## src/rtl/img_bool_packer.sv

```systemverilog
// Booleanizes a raster 8-bit pixel stream against a latched threshold and packs
// the bits into BEAT_W-wide words (bit = row*WIDTH + col), zero-padding the tail.
module img_bool_packer #(
    parameter int WIDTH  = 28,
    parameter int HEIGHT = 28,
    parameter int LANES  = 8,
    parameter int BEAT_W = 512,
    parameter int NBEATS = (WIDTH * HEIGHT + BEAT_W - 1) / BEAT_W
) (
    input  logic                 clk,
    input  logic                 rst,
    input  logic                 img_start,
    input  logic [7:0]           threshold,
    input  logic [8*LANES-1:0]   s_pixel,
    input  logic                 s_valid,
    input  logic                 s_last,
    output logic                 s_ready,
    output logic [BEAT_W-1:0]    m_data,
    output logic                 m_valid,
    input  logic                 m_ready,
    output logic                 img_done,
    output logic                 len_err
);
    localparam int TOTAL  = WIDTH * HEIGHT;
    localparam int PIX_W  = $clog2(TOTAL + 1);
    localparam int FILL_W = $clog2(BEAT_W + 1);
    localparam int WC_W   = $clog2(NBEATS + 1);

    localparam logic [1:0] IDLE  = 2'd0;
    localparam logic [1:0] FILL  = 2'd1;
    localparam logic [1:0] DRAIN = 2'd2;
    localparam logic [1:0] DONE  = 2'd3;

    logic [1:0]        state;
    logic [7:0]        thr;
    logic [PIX_W-1:0]  pix_cnt;
    logic [FILL_W-1:0] fill_cnt;
    logic [BEAT_W-1:0] pack;
    logic [BEAT_W-1:0] hold_data;
    logic              hold_valid;
    logic [WC_W-1:0]   gen_cnt;
    logic [WC_W-1:0]   word_cnt;

    logic [LANES-1:0]  bits;
    logic [PIX_W-1:0]  pix_next;
    logic [FILL_W-1:0] fill_next;
    logic [BEAT_W-1:0] merged;
    logic [BEAT_W-1:0] gen_data;
    logic accept, out_free, consume, img_close, word_close, zero_gen, gen_word, last_done;

    always_comb begin
        bits = '0;
        for (int unsigned l = 0; l < LANES; l++)
            bits[l] = (s_pixel[8*l +: 8] >= thr);
    end

    assign s_ready    = (state == FILL) && !hold_valid;
    assign accept     = s_valid && s_ready;
    assign out_free   = !m_valid || m_ready;
    assign consume    = m_valid && m_ready;
    assign pix_next   = pix_cnt + PIX_W'(LANES);
    assign fill_next  = fill_cnt + FILL_W'(LANES);
    assign merged     = pack | (BEAT_W'(bits) << fill_cnt);
    assign img_close  = accept && (s_last || (pix_next == PIX_W'(TOTAL)));
    assign word_close = accept && ((fill_next == FILL_W'(BEAT_W)) || img_close);
    // Padding words are only generated once the real words have left the hold slot.
    assign zero_gen   = (state == DRAIN) && !hold_valid && (gen_cnt < WC_W'(NBEATS));
    assign gen_word   = word_close || zero_gen;
    assign gen_data   = word_close ? merged : '0;
    assign last_done  = (state == DRAIN) && consume && (word_cnt == WC_W'(NBEATS - 1));
    assign img_done   = last_done && !img_start;

    always_ff @(posedge clk or posedge rst) begin
        if (rst) begin
            state      <= IDLE;
            thr        <= '0;
            pix_cnt    <= '0;
            fill_cnt   <= '0;
            pack       <= '0;
            hold_data  <= '0;
            hold_valid <= 1'b0;
            gen_cnt    <= '0;
            word_cnt   <= '0;
            m_data     <= '0;
            m_valid    <= 1'b0;
            len_err    <= 1'b0;
        end else if (img_start) begin
            state      <= FILL;
            thr        <= threshold;
            pix_cnt    <= '0;
            fill_cnt   <= '0;
            pack       <= '0;
            hold_valid <= 1'b0;
            gen_cnt    <= '0;
            word_cnt   <= '0;
            m_data     <= '0;
            m_valid    <= 1'b0;
            len_err    <= 1'b0;
        end else if (state == FILL || state == DRAIN) begin
            if (hold_valid) begin
                if (out_free) begin
                    m_data     <= hold_data;
                    m_valid    <= 1'b1;
                    hold_valid <= 1'b0;
                end
            end else if (gen_word) begin
                gen_cnt <= gen_cnt + 1'b1;
                if (out_free) begin
                    m_data  <= gen_data;
                    m_valid <= 1'b1;
                end else begin
                    hold_data  <= gen_data;
                    hold_valid <= 1'b1;
                end
            end else if (consume) begin
                m_valid <= 1'b0;
            end

            if (consume)
                word_cnt <= word_cnt + 1'b1;

            if (accept) begin
                pix_cnt <= pix_next;
                if (word_close) begin
                    pack     <= '0;
                    fill_cnt <= '0;
                end else begin
                    pack     <= merged;
                    fill_cnt <= fill_next;
                end
                if (img_close) begin
                    state <= DRAIN;
                    if (s_last != (pix_next == PIX_W'(TOTAL)))
                        len_err <= 1'b1;
                end
            end

            if (last_done) begin
                state   <= DONE;
                m_valid <= 1'b0;
            end
        end
    end
endmodule

```

## config.mk

```make
export PLATFORM = sky130hd
export DESIGN_NAME = img_bool_packer
export DESIGN_NICKNAME = d
export VERILOG_FILES = /design/src/rtl/img_bool_packer.sv
export SDC_FILE = /design/constraint.sdc
export NUM_CORES = 2
export LEC_CHECK = 0
export BUFFER_PORTS_ARGS = -buffer_cell sky130_fd_sc_hd__buf_2
export CAP_MARGIN = 30
export CORE_AREA = 3 3 261 520
export CTS_CLUSTER_SIZE = 10
export DETAILED_ROUTE_END_ITERATION = 16
export DIE_AREA = 0 0 264 523
export PLACE_DENSITY = 0.74
export SLEW_MARGIN = 20
export SYNTH_ARGS = -nofsm -noshare
export SYNTH_HDL_FRONTEND = slang
export SYNTH_SLANG_ARGS = --single-unit
```

## constraint.sdc

```tcl
create_clock -name clk -period 60.8 [get_ports clk]
set_input_delay 3.04 -clock clk [delete_from_list [all_inputs] [get_ports clk]]
set_output_delay 3.04 -clock clk [all_outputs]
set_load 0.005 [all_outputs]
```

==> flow_summary_export.csv <==
group,metric,value,unit
clock_network,clk_pin_slew,50,ps
yosys,ys_types,71,
clock_network,cts_tree,"built",
die,die_x,264,um
yosys,yosys_warnings,0,
place,port_buffers,593,
timing,worst_clock_skew,30.0,ps
timing,finalCritPeriodShare,12.9,%
drt,wirelength,276000,um
yosys,yosysTopAreaCellShare,54.1,%
yosys,synth_area,0.0725,mm2
setup_path,crit_required,61510,ps
run_status,status,"complete, no violations",
place,gp_congestion,0.880,
global_route,grt_max_degree,196,
drt,firstDrtPassIters,8,
drt,ant_nets,0,
setup_path,worstRegToRegCells,18,
setup_path,end_kind,"flip-flop",
die,row_count,189,
yosys,synthCells,7544,
timing,finalHoldViolations,0,
yosys,synth-seq-cells,1567,
timing,max_slew_margin,0.847,%
global_route,overflow,0,
yosys,syn_area_per_cell,9.61,um2
timing,period_minus_slack,7820,ps
timing,tns,0,ps
layout,layout_commonest_cell,"dfrtp_1",
yosys,syn_nets,7692,
flow_run,maxCapViolations,0,
global_route,antenna_found_initial,8,
place,dp_hpwl,152000,um
clock_network,clkLatencyLatePin,810,ps
drt,vias,66300,
setup_path,critPathLaunchType,"input port",
die,ios,594,
min_path,holdPathStages,1,
setup_path,cp_max_fo,77,
timing,rsz0062_at_grt,"no",
yosys,synth-edff-count,0,
yosys,synth-async-reset-ratio,100,%
die,die_h,523,um
layout,layout-drive-gt1-share,14.4,%
drt,viasPerCell,7.01,
timing,whs,485,ps
setup_path,critPathKind,"input port to flip-flop",
pwr,ir_drop,0.0254,mV
yosys,synthFlopType,"dfrtp_1",
min_path,hold_path_class,"flip-flop to flip-flop",
die,initial_utilization,54.7,%
setup_path,arrival,8530,ps
clock_network,numCtsBuffers,175,
layout,area_growth,12.3,%
clock_network,cts_hold_buf,0,
layout,fillers,11000,
yosys,synth_top_area_cell,"dfrtp_1",
global_route,first_global_vias,65900,
layout,final_cell_mix,"dfrtp_1 (1567), a21oi_1 (1190), nand2_1 (809)",
timing,worst_pin_slew,1490,ps
timing,fmax,128,MHz
drt,wl_per_cell,29.2,um
drt,drc_errors,0,
layout,fin_util,61.5,%
timing,slew_violations,0,
die,die_area,0.138,mm2
layout,fin_nets,7850,
pwr,powerDensity,32.9,mW/mm2
drt,drt_iter0_markers,8592,
clock_network,cts_sinks,1567,
die,core,0.132,mm2
clock_network,cts_setup_buffers,0,
yosys,synth.area.top_cells,"dfrtp_1 (54%), a21oi_1 (8.2%), o2bb2ai_1 (6.7%)",
timing,setup_viol,0,
global_route,gr-usage-all-layers,38.9,%
clock_network,htree_num_levels,4,
yosys,synth-seq-area-share,54.1,%
clock_network,clockBufferDepth,3,
global_route,grt_pass1_wl,414000,um
clock_network,cts_resized,0,
clock_network,cts-root-buf,"clkbuf_16",
pwr,p_leak,33.5,nW
state kept, by name (all words and copies together), names as in the netlist, 2 cells and up:
name       count
pix_cnt        7
state          2
thr            8
hold_data    512
pack         512
word_cnt       2
m_data       512
gen_cnt        2
fill_cnt       7
routing by layer:
metal	routed length (um)	vias up	track usage, %
li1	-	27700	-
met1	98000	33000	48.3
met2	125000	4609	60.3
met3	34100	1023	11.5
met4	18800	6	23.7
met5	36	-	0
through the flow:
stage,setup WS (ps),instance area (um2),total power [W],std cells
floorplan,13550,72500,0.00145,7544
global placement,52280,75800,0.00172,9206
detailed placement,52210,76200,0.00174,9224
CTS,53060,80900,0.00266,9419
global route,52890,81400,0.00276,9440
finish,52980,81400,0.00268,9448
worst paths after layout:
kind	from	to	slack, ps
worst max-delay path	img_start	m_data[289]	52980
worst min-delay path	hold_data[328]	hold_data[328]	480
worst max register to register	pix_cnt[3]	m_data[289]	54370
worst min register to register	hold_data[328]	hold_data[328]	480
max in group asynchronous	rst	pack[134]	54800
min in group asynchronous	rst	thr[5]	2290
where the power goes:
group,total (W),internal [W],switching [W]
clock network,0.000938,0.000521,0.000418
registers,0.00121,0.00113,0.0000845
logic,0.000528,0.000154,0.000374
total,0.00268,0.00180,0.000877
kinds of logic (layout without fill, tap and decap cells):
family | after synthesis | in the layout | share of synthesized area, %
and+or+nand+nor | 1890 | 1890 | 11.6
DFF | 1567 | 1567 | 54.1
buffers and inverters | 1026 | 1202 | 5.63
muxes | 3 | 3 | 0.0466
AOI/OAI and AO/OA | 2981 | 2981 | 27.4
other | 0 | 9 | 0
xor gates and xnor gates | 7 | 7 | 0.0846
adders and majority gates | 70 | 70 | 1.21
synthesized netlist by cell type, types with 17 or more instances:
cell and n:
a21oi_1 1190, nor3_1 25, o31a_1 110, inv_1 274
nand2_1 814, o211ai_1 231, ha_1 70, buf_1 58
a31o_2 100, o2bb2ai_1 554, a32oi_1 129, or2_1 22
or3_1 296, buf_2 144, or2_2 25, nor2_1 610
a31oi_1 440, o21ai_0 29, dfrtp_1 1567, clkbuf_1 543
o22ai_1 115, a211oi_1 17
worst max-delay path: stages:
cell	delay, ps
buf_2	70
buf_4	410
or2_4	640
nor3_1	220
o21ai_4	120
buf_4	430
buf_12	330
buf_4	870
buf_4	880
buf_4	860
a21oi_1	170
a31oi_1	210
cell type report:
cell class / instances / area (um2) / share of cell area (%)
Antenna cell: 9 / 22.5 / 0.0277
Clock buffer: 181 / 4470 / 5.49
Clock inverter: 14 / 193 / 0.237
Inverter: 274 / 1040 / 1.27
Multi-Input combinational cell: 4951 / 29500 / 36.2
Sequential cell: 1567 / 39200 / 48.2
Tap cell: 1719 / 2150 / 2.64
Timing Repair Buffer: 733 / 4860 / 5.97
Note: power is estimated with default switching activity, not from simulation.
